--- config.mk ---
export PLATFORM = sky130hd
export DESIGN_NAME = comp_qualifier_flat
export DESIGN_NICKNAME = d
export VERILOG_FILES = /design/src/rtl/comp_pkg.sv /design/src/rtl/comp_qualifier_if.sv /design/src/rtl/sat_counter.sv /design/src/rtl/comp_qualifier.sv /design/src/flat_wrapper.sv
export SDC_FILE = /design/constraint.sdc
export NUM_CORES = 1
export LEC_CHECK = 0
export CAP_MARGIN = 20
export CORE_MARGIN = 2
export CORE_UTILIZATION = 54
export CTS_BUF_LIST = sky130_fd_sc_hd__clkbuf_4
export DETAILED_ROUTE_END_ITERATION = 12
export HOLD_SLACK_MARGIN = 0.02
export PLACE_DENSITY_LB_ADDON = 0.2
export SLEW_MARGIN = 20
export SYNTH_ARGS = -nofsm -noshare
export SYNTH_HDL_FRONTEND = slang
export SYNTH_SLANG_ARGS = --single-unit
--- constraint.sdc ---
create_clock -name CLK -period 3.4 [get_ports CLK]
set_clock_uncertainty 0.15 [all_clocks]
set_input_delay 0.34 -clock CLK [delete_from_list [all_inputs] [get_ports CLK]]
set_output_delay 0.34 -clock CLK [all_outputs]
set_load 0.005 [all_outputs]
--- src/rtl/comp_pkg.sv ---
// Shared encodings and helpers for the comparator qualifier stage.
package comp_pkg;

  localparam int unsigned REL_W        = 2;
  localparam int unsigned RUN_W        = 4;
  localparam int unsigned DEBOUNCE_MAX = (1 << RUN_W) - 1;

  typedef enum logic [REL_W-1:0] {
    REL_UNKNOWN = 2'b00,
    REL_AGT     = 2'b01,
    REL_EQ      = 2'b10,
    REL_BGT     = 2'b11
  } rel_e;

  typedef enum logic [1:0] {
    DIR_NONE = 2'b00,
    DIR_A    = 2'b01,
    DIR_B    = 2'b10
  } dir_e;

  // One-hot flags map to a relation; anything else decodes to REL_UNKNOWN (illegal).
  function automatic rel_e decode_rel(input logic ag, input logic eq, input logic bg);
    rel_e r;
    case ({ag, eq, bg})
      3'b100:  r = REL_AGT;
      3'b010:  r = REL_EQ;
      3'b001:  r = REL_BGT;
      default: r = REL_UNKNOWN;
    endcase
    return r;
  endfunction

endpackage

--- src/rtl/comp_qualifier_if.sv ---
// Comparator flags in, qualified relation and event flags out.
interface comp_qualifier_if #(
  parameter int unsigned CNT_W = 8
);
  logic             EN;
  logic             ag;
  logic             eq;
  logic             bg;
  logic [1:0]       state;
  logic             valid;
  logic             rise_a;
  logic             rise_b;
  logic             evt;
  logic [CNT_W-1:0] cross_cnt;
  logic             err;

  modport master (
    output EN, ag, eq, bg,
    input  state, valid, rise_a, rise_b, evt, cross_cnt, err
  );

  modport slave (
    input  EN, ag, eq, bg,
    output state, valid, rise_a, rise_b, evt, cross_cnt, err
  );
endinterface

--- src/rtl/sat_counter.sv ---
// Up-counter that saturates at all-ones; clr and inc together yield 1.
module sat_counter #(
  parameter int unsigned W = 8
) (
  input  logic         clk,
  input  logic         rst_n,
  input  logic         clr,
  input  logic         inc,
  output logic [W-1:0] q
);

  logic [W-1:0] base_c;

  always_comb begin
    base_c = clr ? '0 : q;
  end

  always_ff @(posedge clk) begin
    if (!rst_n) begin
      q <= '0;
    end else if (inc && (base_c != '1)) begin
      q <= base_c + W'(1);
    end else begin
      q <= base_c;
    end
  end

endmodule

--- src/rtl/comp_qualifier.sv ---
// Debounces comparator flags into a qualified relation with entry pulses,
// crossing count and a sticky illegal-input flag.
module comp_qualifier
  import comp_pkg::*;
#(
  parameter int unsigned DEBOUNCE = 3,
  parameter int unsigned CNT_W    = 8
) (
  input  logic           CLK,
  input  logic           RST,
  comp_qualifier_if.slave bus
);

  localparam logic [RUN_W-1:0] DEB = RUN_W'(DEBOUNCE);

  rel_e             state_q, state_d;
  rel_e             cand_q, cand_d;
  dir_e             dir_q, dir_d;
  logic             valid_q, valid_d;
  logic             err_q, err_d;
  logic             evt_q, evt_d;
  logic             rise_a_q, rise_a_d;
  logic             rise_b_q, rise_b_d;
  logic [RUN_W-1:0] run_q;
  logic [RUN_W-1:0] run_nxt_c;
  logic [CNT_W-1:0] cross_q;
  rel_e             rel_c;
  logic             legal_c;
  logic             same_c;
  logic             qualify_c;
  logic             run_clr_c;
  logic             run_inc_c;
  logic             cross_inc_c;
  dir_e             new_dir_c;

  // Decode and the run length the counter will hold after this edge.
  always_comb begin
    rel_c     = decode_rel(bus.ag, bus.eq, bus.bg);
    legal_c   = (rel_c != REL_UNKNOWN);
    same_c    = (rel_c == cand_q);
    run_nxt_c = RUN_W'(1);
    if (same_c) begin
      run_nxt_c = (run_q >= DEB) ? DEB : (run_q + RUN_W'(1));
    end
    run_clr_c = bus.EN && (!legal_c || !same_c);
    run_inc_c = bus.EN && legal_c && (!same_c || (run_q < DEB));
    qualify_c = bus.EN && legal_c && (run_nxt_c == DEB) && (rel_c != state_q);
  end

  sat_counter #(.W(RUN_W)) u_run_cnt (
    .clk   (CLK),
    .rst_n (RST),
    .clr   (run_clr_c),
    .inc   (run_inc_c),
    .q     (run_q)
  );

  sat_counter #(.W(CNT_W)) u_cross_cnt (
    .clk   (CLK),
    .rst_n (RST),
    .clr   (1'b0),
    .inc   (cross_inc_c),
    .q     (cross_q)
  );

  always_ff @(posedge CLK) begin
    if (!RST) begin
      state_q  <= REL_UNKNOWN;
      cand_q   <= REL_UNKNOWN;
      dir_q    <= DIR_NONE;
      valid_q  <= 1'b0;
      err_q    <= 1'b0;
      evt_q    <= 1'b0;
      rise_a_q <= 1'b0;
      rise_b_q <= 1'b0;
    end else begin
      state_q  <= state_d;
      cand_q   <= cand_d;
      dir_q    <= dir_d;
      valid_q  <= valid_d;
      err_q    <= err_d;
      evt_q    <= evt_d;
      rise_a_q <= rise_a_d;
      rise_b_q <= rise_b_d;
    end
  end

  // Next state: EQ qualifies but never moves the direction used for crossings.
  always_comb begin
    state_d     = state_q;
    cand_d      = cand_q;
    dir_d       = dir_q;
    err_d       = err_q;
    evt_d       = 1'b0;
    rise_a_d    = 1'b0;
    rise_b_d    = 1'b0;
    cross_inc_c = 1'b0;
    new_dir_c   = DIR_NONE;
    if (bus.EN) begin
      if (!legal_c) begin
        err_d  = 1'b1;
        cand_d = REL_UNKNOWN;
      end else begin
        cand_d = rel_c;
        if (qualify_c) begin
          state_d  = rel_c;
          evt_d    = 1'b1;
          rise_a_d = (rel_c == REL_AGT);
          rise_b_d = (rel_c == REL_BGT);
          if (rel_c == REL_AGT) begin
            new_dir_c = DIR_A;
          end else if (rel_c == REL_BGT) begin
            new_dir_c = DIR_B;
          end
          if (new_dir_c != DIR_NONE) begin
            dir_d       = new_dir_c;
            cross_inc_c = (dir_q != DIR_NONE) && (dir_q != new_dir_c);
          end
        end
      end
    end
    valid_d = (state_d != REL_UNKNOWN);
  end

  assign bus.state     = state_q;
  assign bus.valid     = valid_q;
  assign bus.rise_a    = rise_a_q;
  assign bus.rise_b    = rise_b_q;
  assign bus.evt       = evt_q;
  assign bus.cross_cnt = cross_q;
  assign bus.err       = err_q;

endmodule

--- src/flat_wrapper.sv ---
// flat-port wrapper written by rule: the top's interface ports become plain ports
module comp_qualifier_flat import comp_pkg::*;
#(
  parameter int unsigned DEBOUNCE = 3,
  parameter int unsigned CNT_W    = 8
)
  (CLK, RST, bus_EN, bus_ag, bus_eq, bus_bg, bus_state, bus_valid, bus_rise_a, bus_rise_b, bus_evt, bus_cross_cnt, bus_err);
  comp_qualifier_if #(.CNT_W(CNT_W)) bus_i ();
  input  logic CLK;
  input  logic RST;
  input wire logic [$bits(bus_i.EN)-1:0] bus_EN;
  input wire logic [$bits(bus_i.ag)-1:0] bus_ag;
  input wire logic [$bits(bus_i.eq)-1:0] bus_eq;
  input wire logic [$bits(bus_i.bg)-1:0] bus_bg;
  output wire logic [$bits(bus_i.state)-1:0] bus_state;
  output wire logic [$bits(bus_i.valid)-1:0] bus_valid;
  output wire logic [$bits(bus_i.rise_a)-1:0] bus_rise_a;
  output wire logic [$bits(bus_i.rise_b)-1:0] bus_rise_b;
  output wire logic [$bits(bus_i.evt)-1:0] bus_evt;
  output wire logic [$bits(bus_i.cross_cnt)-1:0] bus_cross_cnt;
  output wire logic [$bits(bus_i.err)-1:0] bus_err;
  assign bus_i.EN = bus_EN;
  assign bus_i.ag = bus_ag;
  assign bus_i.eq = bus_eq;
  assign bus_i.bg = bus_bg;
  assign bus_state = bus_i.state;
  assign bus_valid = bus_i.valid;
  assign bus_rise_a = bus_i.rise_a;
  assign bus_rise_b = bus_i.rise_b;
  assign bus_evt = bus_i.evt;
  assign bus_cross_cnt = bus_i.cross_cnt;
  assign bus_err = bus_i.err;
  comp_qualifier #(.DEBOUNCE(DEBOUNCE), .CNT_W(CNT_W)) u_core (.CLK(CLK), .RST(RST), .bus(bus_i));
endmodule
Word level (Yosys, flattened, before mapping)
Index checks and enable logic that the tools add are counted.

Register bits after elaboration: 23. Bits in latches: 0. Memory bits (writable): 0. Memory bits (read-only): 0. Input bits: 6. Output and inout port bits: 15. Word-level logic and storage cells: 66. Memories kept: 0.

$add $sub $neg: 3. Multiply operators: 0. Divide/modulo/power cells: 0. Order comparisons: 2. Equality and inequality tests: 11. Shift-type cells: 0. Multiplexer cells: 19. Bitwise logic cells: 1. Reductions and logical operators: 20.

Operators by type and width (count): $mux 2 (9); $mux 4 (4); $add 4x1->4 const B (2); $add 8x1->8 const B (1); $logic_and 1x1->1 (8); $ne 8x8->1 const B (1); $reduce_and 4->1 (2); $reduce_bool 2->1 (4); $pmux 2 s3 (1); $mux 1 (5); $eq 4x2->1 const B (1); $ge 4x2->1 const B (1); $lt 4x2->1 const B (1); $ne 2x2->1 (2); $ne 4x4->1 const B (1); $eq 3x1->1 const B (1); $eq 3x2->1 const B (1); $eq 3x3->1 const B (1); $reduce_and 3->1 (1); $eq 2x1->1 const B (1); $eq 2x2->1 (1); $eq 2x2->1 const B (1); $logic_not 1->1 (2); $logic_or 1x1->1 (2); other kinds (2) (2).

Logic depth before layout (Yosys ltp)
Gate-level depths: netlist of the first run.

Depth in word-level cells: 17. Gate-level depth with buffers: 8. Mapped depth without buffers: 7.

Modules after synthesis
From an unflattened synthesis of the first run, not the netlist that was laid out.

Cells, all modules: 145. Area total of the unflattened synthesis: 1293.7 sq um.

By module, submodules not included: comp_qualifier (instances 1, cells each 81, area each 705.7 sq um, sequential area each 220.2 sq um); sat_counter (u_core.u_cross_cnt) (instances 1, cells each 41, area each 380.4 sq um, sequential area each 160.2 sq um); sat_counter (u_core.u_run_cnt) (instances 1, cells each 23, area each 207.7 sq um, sequential area each 80.1 sq um).

Worst setup path after synthesis of the first run
No wires, ideal clock.

Kind: input to register. Start: input port bus_eq. End: register u_core.u_cross_cnt.q[3]. Library setup time: 0.070 ns. Data arrival time: 2.043 ns. Required time: 3.180 ns. Slack: 1.136 ns. Stages on the path: 7. Buffers on the path: 2. Cells stage by stage: buf_6 or4_1 a31oi_1 o2111ai_1 buf_2 or4_1 a21oi_1.

Cells in the longest elaborated chain, start to end: 15. Elaborated cells between the ends (all ways): 27. Those cells by class: eq/ne: 9; mux: 11; reduce/logical: 7.

RTL lines: start: declaration (line flat_wrapper.sv:13) `input wire logic [$bits(bus_i.eq)-1:0] bus_eq;`; $eq 3x1->1 (tied with other cells) (line comp_pkg.sv:24) `case ({ag, eq, bg})`; $pmux 2 s3 * (line comp_pkg.sv:24); $eq 2x2->1 (line comp_qualifier.sv:112) `end else if (rel_c == REL_BGT) begin`; $mux 2 (line comp_qualifier.sv:112); $mux 2 (line comp_qualifier.sv:110) `if (rel_c == REL_AGT) begin`; $mux 2 (line comp_qualifier.sv:105) `if (qualify_c) begin`; $mux 2 (line comp_qualifier.sv:100) `if (!legal_c) begin`; $mux 2 (line comp_qualifier.sv:99) `if (bus.EN) begin`; $ne 2x2->1 (line comp_qualifier.sv:117) `cross_inc_c = (dir_q != DIR_NONE) && (dir_q != new_dir_c);`; $logic_and 1x1->1 (line comp_qualifier.sv:117); $mux 1 (line comp_qualifier.sv:115) `if (new_dir_c != DIR_NONE) begin`; $mux 1 (line comp_qualifier.sv:105); $mux 1 * (line comp_qualifier.sv:100); $mux 1 * (line comp_qualifier.sv:99); $logic_and 1x1->1 * (line sat_counter.sv:21) `end else if (inc && (base_c != '1)) begin`; end signal: assignment (line sat_counter.sv:22) `q <= base_c + W'(1);`; end signal: assignment (line sat_counter.sv:24) `q <= base_c;`; end: declaration (line sat_counter.sv:9) `output logic [W-1:0] q`.

Every way passes the cells marked *; elsewhere a longest branch is shown, timed or not. The select of a mux whose other input is x is not followed. A chain may end at the register's enable or synchronous reset.

Worst setup path after layout of the first run
Start: input port bus_bg. End: register u_core.u_cross_cnt.q[7].

Cells in the longest elaborated chain, start to end: 15. Elaborated cells between the ends (all ways): 27. Those cells by class: eq/ne: 9; mux: 11; reduce/logical: 7.

RTL lines: start: declaration (line flat_wrapper.sv:14) `input wire logic [$bits(bus_i.bg)-1:0] bus_bg;`; $eq 3x1->1 (tied with other cells) (line comp_pkg.sv:24); $pmux 2 s3 * (line comp_pkg.sv:24); $eq 2x2->1 (line comp_qualifier.sv:112); $mux 2 (line comp_qualifier.sv:112); $mux 2 (line comp_qualifier.sv:110); $mux 2 (line comp_qualifier.sv:105); $mux 2 (line comp_qualifier.sv:100); $mux 2 (line comp_qualifier.sv:99); $ne 2x2->1 (line comp_qualifier.sv:117); $logic_and 1x1->1 (line comp_qualifier.sv:117); $mux 1 (line comp_qualifier.sv:115); $mux 1 (line comp_qualifier.sv:105); $mux 1 * (line comp_qualifier.sv:100); $mux 1 * (line comp_qualifier.sv:99); $logic_and 1x1->1 * (line sat_counter.sv:21).

Marks and branches as above.

==> metrics.md, run 1 <==
| Metric | Value |
|---|---|
| Run status | finished clean |
| Total gr overflow | 0 |
| Leakage power | 0.5215 nW |
| WS Path Type | input pin to flop |
| Post-Syn Nets | 156 |
| First-pass detailed-route iteration total | 4 |
| Post-CTS Hold Buffers | 0 |
| Setup TNS | 0 ps |
| DP HPWL | 1982 um |
| Initial antenna violation count | 0 |
| Postcts setup bufs | 0 |
| Reg2reg end | u_core.u_cross_cnt.q[7] |
| WL met1 | 1198 um |
| # setup viols final | 0 |
| Clock Sinks | 23 |
| Hold Crit Endpoint | u_core.u_run_cnt.q[3] |
| Max Used Layer | met4 |
| Die Y | 52.23 um |
| IO buf count | 20 |
| Crit share post-route | 81.98% |
| Met2 routed WL | 1321 um |
| Final nets | 177 |
| Vias per inst | 5.985 |
| Crit end category | flop |
| Initial Util | 56.79% |
| Distinct cells, synth | 46 |
| #FFs+latches synth | 23 |
| Die Footprint | 2728 um^2 |
| Cell Area, Synth | 1256 um^2 |
| First-pass GRT wire length | 4567 um |
| Yosys top cell by area | dfxtp_1 |
| Final Hold Fails | 0 |
| Area grow syn2layout | 20.72% |
| I/O pins | 21 |
| CTS clk-pin slew, worst paths | 120 ps |
| Final instance area | 1516 um^2 |
| Die span in x | 52.23 um |
| CP Launch Type | input pin |
| Hold path depth | 2 |
| Worst hold start | u_core.u_run_cnt.q[3] |
| Worst skew pair latency | 320 ps |
| DRT Wirelength | 2654 um |
| Gr usage total | 22.42% |
| TritonCTS clock tree | built |
| Ratio of cells with drive above 1 in the final layout | 7.784% |
| Clock root cell | clkbuf_4 |
| WL met3 | 83 um |
| Placer Congestion | 0.8502 |
| Hold WC Path Type | flop to flop |
| Max Freq | 358.8 MHz |
| FP Rows | 17 |
| Pwr dens | 312.9 nW/um^2 |
| CP Launch Point | bus_bg |
| Syn Area/Cell | 8.546 um^2 |
| PostCTS Resize Cnt | 0 |
| Rel. slew slack | 49.04% |
| CP required | 3490 ps |
| Slew Limit Fails | 0 |
| # diodes | 0 |
| Initial DRC Count | 26 |
| Cts bufs inserted | 3 |
| Via count | 1167 |
| Pin count of the biggest net entering global routing | 19 |
| Critical path arrival | 2880 ps |
| Placed Area | 1486 um^2 |
| Reg2reg path depth | 6 |
| Synth area leaders | dfxtp_1, or4_1, nand2_1 |
| H-tree level count | 1 |
| Synthesized instance count | 147 |
| Max Cap Viol | 0 |
| Worst R2R Setup Slack | 800 ps |
| Worst-margin pin slew | 759.8 ps |
| Unrepaired setup endpoints after global routing | no |
| YS warnings | 0 |
| CTS max path bufs | 2 |
| R2r startpoint | u_core.cand_q[1] |
| WL/cell | 13.61 um |
| # DRC | 0 |
| Register area share after synthesis | 36.65% |
| Post-synth top area share | 36.65% |
| Maximum vdd drop | 0.2701 mV |
| Post-synth top flop | dfxtp_1 |
| Period minus WS final | 2787 ps |
| Fraction of registers with async set/reset | 0% |
| Number of global-route vias before repair | 1027 |
| Antenna violation net count after detailed routing | 0 |
| CP max FO | 16 |
| Core area | 2212 um^2 |
| Number of synthesized flops with an enable pin | 0 |
## cells in the final DEF (no fill, tap or decap), types with 3 or more instances in the layout
cell / synthesis / layout
a21oi_1: 9 / 9
and3b_1: 3 / 3
buf_4: 0 / 6
clkbuf_4: 0 / 4
clkdlybuf4s50_1: 0 / 20
dfxtp_1: 23 / 23
ha_1: 3 / 3
inv_1: 6 / 6
mux2i_1: 5 / 5
nand2_1: 14 / 14
nand2b_1: 3 / 3
nand3_1: 3 / 3
nor2_1: 7 / 7
nor2b_1: 3 / 3
nor3_1: 4 / 4
o21ai_1: 3 / 3
o31ai_1: 6 / 6
or4_1: 9 / 9
xnor2_1: 3 / 3
## cell families after synthesis
family                   Yosys count  share of synthesized area, %
AND/OR/NAND/NOR                   61                         29.08
AO/OA/AOI/OAI                     35                         18.63
adder cells (fa/ha/maj)            4                         3.785
flip-flops                        23                         36.65
multiplexers                       5                         3.984
XOR/XNOR                           3                         2.092
buffers and inverters             16                         5.777
## power by group
part / switching, W / total, W / internal, W / leakage [nW]
sequential: 0.00000268 / 0.000275 / 0.000273 / 0.186
combinational: 0.0000345 / 0.0000604 / 0.0000259 / 0.317
clock: 0.0000848 / 0.000139 / 0.0000539 / 0.0184
total: 0.000122 / 0.000474 / 0.000352 / 0.522
## cells in the mapped netlist (all sizes together), types with 3 or more instances
library cell,count
nor2,7
mux2i,5
nand2,14
nand3,3
nand2b,3
buf,5
clkbuf,5
o31ai,6
dfxtp,23
inv,6
ha,3
nor2b,3
nor3,4
o21ai,5
or4,9
xnor2,3
a21oi,9
and3b,3
nor4,3
## worst max-delay path by stage
stage | end | slack [ps] | depth (start not counted)
6_report | u_core.u_cross_cnt.q[7] | 610 | 7
3_3_place_gp | u_core.u_cross_cnt.q[7] | 430 | 8
2_1_floorplan | u_core.u_cross_cnt.q[3] | 1140 | 7
5_1_grt | u_core.u_cross_cnt.q[7] | 470 | 7
4_1_cts | u_core.u_cross_cnt.q[7] | 630 | 7
3_5_place_dp | u_core.u_cross_cnt.q[7] | 300 | 7
## worst max-delay path, cell delays in order
cell             delay, ps
clkdlybuf4s50_1        540
or4bb_1                550
a31oi_1                230
o2111ai_1              250
buf_4                  260
or4_1                  520
a21oi_1                180
## metal layers
| layer | global-route usage [%] | vias to the layer above |
|---|---|---|
| met5 | 0 | - |
| met4 | 10.26 | 0 |
| met1 | 29.08 | 554 |
| met3 | 2.571 | 4 |
| met2 | 37.13 | 21 |
| li1 | - | 588 |
## flip-flops by register name (all words and copies together) (netlist names)
| signal | flops |
|---|---|
| u_core.u_cross_cnt.q | 8 |
| u_core.bus.rise_b | 1 |
| u_core.bus.valid | 1 |
| u_core.cand_q | 2 |
| u_core.bus.state | 2 |
| u_core.bus.evt | 1 |
| u_core.dir_q | 2 |
| u_core.bus.rise_a | 1 |
| u_core.bus.err | 1 |
| u_core.u_run_cnt.q | 4 |
## per-stage QoR
stage	cells	worst slack (ps)	hold WS [ps]	utilization (%)	power (W)
CTS	195	632.3	301.8	68.55	0.0004764
floorplan	147	1136	260.4	-	0.0003211
finish	195	612.8	293.5	68.55	0.0004744
global route	195	468.8	347.3	68.55	0.0004923
global placement	191	434.7	282.0	67.19	0.0003395
detailed placement	191	304.6	282.8	67.19	0.0003411
## layout make-up
| class | instances | area, um^2 |
|---|---|---|
| fill | 203 | 695.7 |
| tap | 28 | 35.03 |
| inverter | 6 | 22.52 |
| timing repair buffer | 26 | 245.2 |
| sequential | 23 | 460.4 |
| multi-input combinational | 108 | 723.2 |
| clock buffer | 4 | 30.03 |
No activity file was read; power rests on OpenSTA's default activity.
==> run 2, diff against run 1 <==
--- a/config.mk
+++ b/config.mk
@@ -7,7 +7,7 @@
 export LEC_CHECK = 0
 export CAP_MARGIN = 20
 export CORE_MARGIN = 2
-export CORE_UTILIZATION = 54
+export CORE_UTILIZATION = 49
 export CTS_BUF_LIST = sky130_fd_sc_hd__clkbuf_4
 export DETAILED_ROUTE_END_ITERATION = 12
 export HOLD_SLACK_MARGIN = 0.02
==> constraint.sdc (replaced) <==
create_clock -name CLK -period 2.28 [get_ports CLK]
set_clock_uncertainty 0.15 [all_clocks]
set_input_delay 0.228 -clock CLK [delete_from_list [all_inputs] [get_ports CLK]]
set_output_delay 0.228 -clock CLK [all_outputs]
set_load 0.005 [all_outputs]
==> run 2 against run 1 <==
The flow now finishes with violations (setup timing); global-route usage fell by 0.23 points; sequential power rose by 49%; critical path depth fell by 2; first-iteration DRC count fell by 3.8%; worst setup slack got worse by 630 ps; critical path type is now flop to flop.
==> metrics.md, run 2 (same netlist as run 1, synthesis figures left out) <==
| Metric | Value |
|---|---|
| FP Rows | 18 (+1) |
| Initial DRC Count | 25 (-3.8%) |
| Run status | complete, but fails checks |
| Via count | 1263 (+8.2%) |
| CP required | 2350 ps (-1140 ps) |
| Slew Limit Fails | 0 (unchanged) |
| Clock root cell | clkbuf_4 |
| Failing checks | setup timing |
| # DRC | 0 (unchanged) |
| Initial antenna violation count | 0 (unchanged) |
| Area grow syn2layout | 51.49% |
| Die Footprint | 2984 um^2 (+9.4%) |
| Initial Util | 51.17% (-5.6 points) |
| Worst skew pair latency | 310 ps (about the same) |
| Placer Congestion | 0.8518 (+0.19%) |
| First-pass detailed-route iteration total | 4 (unchanged) |
| Total gr overflow | 0 (unchanged) |
| Share of total power consumed by net switching | 27.58% (+1.9 points) |
| Worst-margin pin slew | 590.0 ps (-169.8 ps) |
| Cts bufs inserted | 3 (unchanged) |
| PnR worst setup slack | -13.34 ps (-626.1 ps) |
| Max Cap Viol | 0 (unchanged) |
| Leakage power | 0.7050 nW (+35%) |
| Core Util, Final | 77.52% (+9.0 points) |
| Seq pwr share | 55.5% (-2.5 points) |
| Gr usage total | 22.19% (-0.23 points) |
| Critical path arrival | 2360 ps (-520 ps) |
| Total placed cells including tap cells | 213 (+12%) |
| Core area | 2455 um^2 (+11%) |
| Period minus WS final | 2293 ps |
| CP Launch Type | flop |
| Commonest non-fill, non-tap cell in the layout | buf_4 |
| # diodes | 0 (unchanged) |
| Vias per inst | 5.741 (-4.1%) |
| Antenna violation net count after detailed routing | 0 (unchanged) |
| Max reg flops | 8 (unchanged) |
| Die Y | 54.63 um (+4.6%) |
| Max Freq | 436.0 MHz |
| Fill count | 178 (-12%) |
| Non-Filler Instances | 220 (+13%) |
| Final Hold Fails | 0 (unchanged) |
| Crit share post-route | 100.6% |
| Pin count of the biggest net entering global routing | 18 (-1) |
| I/O pins | 21 (unchanged) |
| DP HPWL | 2165 um (+9.2%) |
| Clock Sinks | 23 (unchanged) |
| Rel. slew slack | 60.43% (+11 points) |
| Biggest regs | u_core.u_cross_cnt.q (8), u_core.u_run_cnt.q (4) |
| Final nets | 200 (+13%) |
| Maximum vdd drop | 0.3889 mV (+44%) |
| Number of global-route vias before repair | 1150 (+12%) |
| TritonCTS clock tree | built |
| Largest register by flop count | u_core.u_cross_cnt.q |
| IO buf count | 20 (unchanged) |
| Switching power | 0.0002040 W (+67%) |
| CTS max path bufs | 2 (unchanged) |
| Hold WC Path Type | input pin to flop |
| Crit end category | flop |
| First-pass GRT wire length | 4754 um (+4.1%) |
| CTS clk-pin slew, worst paths | 130 ps (about the same) |
| Setup Slack @ Placement | -498.5 ps (-803.1 ps) |
| Logic pwr share | 18.8% (+6.1 points) |
| H-tree level count | 1 (unchanged) |
| Setup TNS | -13.34 ps (-13.34 ps) |
| Most frequent cells in the layout | buf_4, dfxtp_1, clkdlybuf4s50_1 |
| CP max FO | 4 (-12) |
| Pwr dens | 388.7 nW/um^2 (+24%) |
| Die span in x | 54.63 um (+4.6%) |
| WS Path Type | flop to flop |
| Final Total Pwr | 0.0007397 W (+56%) |
| DRT Wirelength | 3200 um (+21%) |
| Ratio of cells with drive above 1 in the final layout | 32.11% (+24 points) |
| WL/cell | 14.55 um (+6.9%) |
| Cell Int Power | 0.0005357 W (+52%) |
| Unrepaired setup endpoints after global routing | yes |
| # setup viols final | 1 (+1) |
| Clock power share | 25.7% (-3.5 points) |
## run 2: cell count changes in the layout (fill, tap and decap cells not counted), moves of 3 or more
cell / delta
or4_1: -6
buf_4: +19
a21oi_1: -4
clkdlybuf4s50_1: -3
o31ai_4: +4
or4_4: +6
buf_6: +4
o31ai_1: -4
a21oi_2: +4
## run 2: power groups by stage
stage	Sequential (W)	Clock [W]	Combinational, W
after floorplan	0.000419	0	0.0000599
after global placement	0.000419	0	0.000109
after detailed placement	0.000419	0	0.000112
after CTS	0.000410	0.000198	0.000120
after global routing	0.000411	0.000209	0.000151
final	0.000410	0.000190	0.000139
## run 2: timing repair
item / CTS / global route
gates cloned: 1 / 0
setup buffers: 2 / 0
pin swaps: 14 / 9
setup endpoints to repair: 12 / 14
resized for setup: 16 / 28
hold buffers: 0 / 0
## run 2: final timing paths
path / startpoint / endpoint / slack, ps / cells past startpoint
setup / recovery: u_core.cand_q[0] / u_core.dir_q[0] / -10 / 5
hold / removal: bus_ag / u_core.bus.state[1] / 320 / 3
setup reg to reg: u_core.cand_q[0] / u_core.dir_q[0] / -10 / 5
hold reg to reg: u_core.u_run_cnt.q[3] / u_core.u_run_cnt.q[3] / 320 / 2
## run 2: area by class of cell
cell class | count | area, um^2 | area share, %
Timing Repair Buffer | 49 | 436.7 | 22.95
Sequential cell | 23 | 462.9 | 24.33
Clock inverter | 1 | 5.005 | 0.2630
Clock buffer | 3 | 22.52 | 1.183
Multi-Input combinational cell | 108 | 915.9 | 48.13
Tap cell | 30 | 37.54 | 1.972
Inverter | 6 | 22.52 | 1.183
## run 2: per-layer routing
layer / vias to the layer above / part of all wire (%) / global-route usage [%]
li1: 635 / - / -
met1: 598 / 48 / 27.39
met2: 24 / 47 / 36.11
met3: 6 / 3.1 / 3.552
met4: 0 / 1.7 / 12.92
met5: - / 0 / 0
## run 2: worst max-delay path, stage by stage, from the launching register on
cell,delay (ps)
dfxtp_2,360
or4bb_4,560
a31oi_4,220
o2111ai_4,190
or4_4,530
a31o_1,200
## run 2: stage by stage
stage          hold WS, ps  instance area [um^2]
5_1_grt              339.2                  1903
3_5_place_dp         292.8                  1639
3_3_place_gp         275.6                  1639
6_report             315.9                  1903
4_1_cts              301.7                  1752
2_1_floorplan        260.4                  1256
==> run 3, diff against run 2 <==
--- a/config.mk
+++ b/config.mk
@@ -6,7 +6,7 @@
 export NUM_CORES = 1
 export LEC_CHECK = 0
 export CAP_MARGIN = 20
-export CORE_MARGIN = 2
+export CORE_MARGIN = 8
 export CORE_UTILIZATION = 49
 export CTS_BUF_LIST = sky130_fd_sc_hd__clkbuf_4
 export DETAILED_ROUTE_END_ITERATION = 12
==> run 3 against run 2 <==
The flow now finishes without violations; final cell count fell by 0.91%; sequential power barely moved; critical endpoint unchanged; power rose by 1.2%; worst setup slack improved by 19 ps; largest power group unchanged; non-clock buffer count fell by 2; cell area fell by 6.0%.
==> metrics.md, run 3 (same netlist as run 1, synthesis figures left out) <==
| Metric | Value |
|---|---|
| Run status | finished clean |
| DP HPWL | 2270 um (+4.8%) |
| Total gr overflow | 0 (unchanged) |
| Unrepaired setup endpoints after global routing | yes |
| Vias per inst | 5.890 (+2.6%) |
| Via count | 1284 (+1.7%) |
| First-pass detailed-route iteration total | 4 (unchanged) |
| Clock root cell | clkbuf_4 |
| Die Footprint | 4440 um^2 (+49%) |
| Ratio of cells with drive above 1 in the final layout | 26.60% (-5.5 points) |
| Most frequent cells in the layout | buf_4, dfxtp_1, clkdlybuf4s50_1 |
| # DRC | 0 (unchanged) |
| Slew Limit Fails | 0 (unchanged) |
| Final nets | 198 (-1.0%) |
| Crit end category | flop |
| Core area | 2455 um^2 (unchanged) |
| Antenna violation net count after detailed routing | 0 (unchanged) |
| Max reg flops | 8 (unchanged) |
| Max Cap Viol | 0 (unchanged) |
| Critical path arrival | 2370 ps (about the same) |
| Cell depth of the worst setup path | 5 (unchanged) |
| Gr usage total | 15.47% (-6.7 points) |
| Clock Sinks | 23 (unchanged) |
| Initial Util | 51.17% (unchanged) |
| WHS | 292.3 ps (-23.56 ps) |
| I/O pins | 21 (unchanged) |
| CP required | 2380 ps (+30 ps) |
| CP Launch Type | flop |
| CP Launch Point | u_core.cand_q[0] |
| Initial DRC Count | 77 (+210%) |
| Die Y | 66.63 um (+22%) |
| CP delay by family, top | simple AND/OR/NAND/NOR gates |
| Area grow syn2layout | 42.33% |
| Commonest non-fill, non-tap cell in the layout | buf_4 |
| CP max FO | 4 (unchanged) |
| Final Hold Fails | 0 (unchanged) |
| Worst setup path endpoint | u_core.dir_q[0] |
| # diodes | 0 (unchanged) |
| H-tree level count | 1 (unchanged) |
| Rel. slew slack | 64.57% (+4.1 points) |
| WS Path Type | flop to flop |
| Period minus WS final | 2275 ps (-18.64 ps) |
| Pin count of the biggest net entering global routing | 18 (unchanged) |
| Reg2reg path depth | 5 (unchanged) |
| First-pass GRT wire length | 5568 um (+17%) |
| Worst R2R Setup Slack | 5 ps (+20 ps) |
| TritonCTS clock tree | built |
| WL/cell | 15.39 um (+5.8%) |
| Biggest regs | u_core.u_cross_cnt.q (8), u_core.u_run_cnt.q (4) |
| Worst path max stage delay | 560 ps (about the same) |
| R2r startpoint | u_core.cand_q[0] |
| Crit share post-route | 99.77% (-0.82 points) |
| Max Freq | 439.6 MHz (+0.82%) |
| FP Rows | 18 (unchanged) |
| Maximum vdd drop | 0.4065 mV (+4.5%) |
| DRT Wirelength | 3354 um (+4.8%) |
| Number of global-route vias before repair | 1239 (+7.7%) |
| # setup viols final | 0 (-1) |
| Largest register by flop count | u_core.u_cross_cnt.q |
| Reg2reg end | u_core.dir_q[0] |
| Worst path cell trace | or4bb_4 > a31oi_4 > o2111ai_4 > or4_4 > a31o_1 |
| Initial antenna violation count | 0 (unchanged) |
| Hold WC Path Type | flop to flop |
| Worst-margin pin slew | 528.2 ps (-61.77 ps) |
| Placer Congestion | 0.8413 (-1.2%) |
| Pwr dens | 418.6 nW/um^2 (+7.7%) |
| CP max stage cell | or4bb_4 |
| Cts bufs inserted | 3 (unchanged) |
| Leakage power | 0.6497 nW (-7.8%) |
| Worst skew pair latency | 330 ps (+20 ps) |
| CTS clk-pin slew, worst paths | 140 ps (about the same) |
| Die span in x | 66.63 um (+22%) |
| IO buf count | 20 (unchanged) |
| Post-CTS Hold Buffers | 0 (unchanged) |
| Buf/Inv on CP | 0 (unchanged) |
| CTS max path bufs | 2 (unchanged) |
| Setup TNS | 0 ps (+13.34 ps) |
[run 3: cell count changes in the layout (fill, tap and decap cells not counted), sizes merged]
cell,before,now
dlymetal6s2s,2,0
clkinv,1,0
clkdlybuf4s50,17,18
clkinvlp,0,1
dlygate4sd2,1,2
buf,29,27
[run 3: per-stage QoR]
stage	instance area (um^2)	utilization [%]	total power, W	setup slack [ps]	std cells
after floorplan	1256	-	0.0004788	87.75	147
after global placement	1617	65.85	0.0005248	-414.1	210
after detailed placement	1617	65.85	0.0005278	-513.1	210
after CTS	1713	69.78	0.0007389	-4.864	218
after global routing	1788	72.83	0.0007771	-63.24	218
final	1788	72.83	0.0007485	5.304	218
[run 3: final cells by class]
type / instances / area [um^2]
Clock inverter: 1 / 7.507
Timing Repair Buffer: 47 / 401.6
Clock buffer: 3 / 22.52
Tap cell: 30 / 37.54
Multi-Input combinational cell: 108 / 833.3
Sequential cell: 23 / 462.9
Fill cell: 184 / 666.9
Inverter: 6 / 22.52
[run 3: how the worst min path moves through the flow]
stage	cells after the start	startpoint	end	slack, ps
3_3_place_gp	2	u_core.u_run_cnt.q[3]	u_core.u_run_cnt.q[3]	270
2_1_floorplan	2	u_core.u_run_cnt.q[3]	u_core.u_run_cnt.q[3]	260
3_5_place_dp	2	u_core.u_run_cnt.q[3]	u_core.u_run_cnt.q[3]	280
5_1_grt	2	u_core.u_run_cnt.q[3]	u_core.u_run_cnt.q[3]	330
4_1_cts	2	u_core.u_run_cnt.q[3]	u_core.u_run_cnt.q[3]	300
6_report	2	u_core.u_run_cnt.q[3]	u_core.u_run_cnt.q[3]	290
[run 3: where the power goes]
group	internal (W)	switching, W	leakage (nW)	total [W]
sequential	0.000407	0.00000383	0.187	0.000411
clock	0.0000673	0.000141	0.0139	0.000208
combinational	0.0000585	0.0000707	0.449	0.000129
[run 3: routing by layer]
layer | routed length, um | GRT usage (%) | up-vias | part of all wire (%)
met5 | 0 | 0 | - | 0
met4 | 56 | 4.800 | 0 | 1.7
met3 | 162 | 3.020 | 6 | 4.8
met2 | 1658 | 25.93 | 34 | 49
met1 | 1475 | 19.28 | 615 | 44
li1 | - | - | 629 | -
[run 3: worst register-to-register path, cell delays in order (launching register included)]
cell	delay, ps
dfxtp_2	370
or4bb_4	560
a31oi_4	220
o2111ai_4	150
or4_4	520
a31o_1	230
[run 3: what timing repair did]
item,4_1_cts,5_1_grt
setup endpoints to repair,11,11
gates resized for setup,12,12
setup buffers,3,0
pin swaps,11,2
gates cloned,1,0
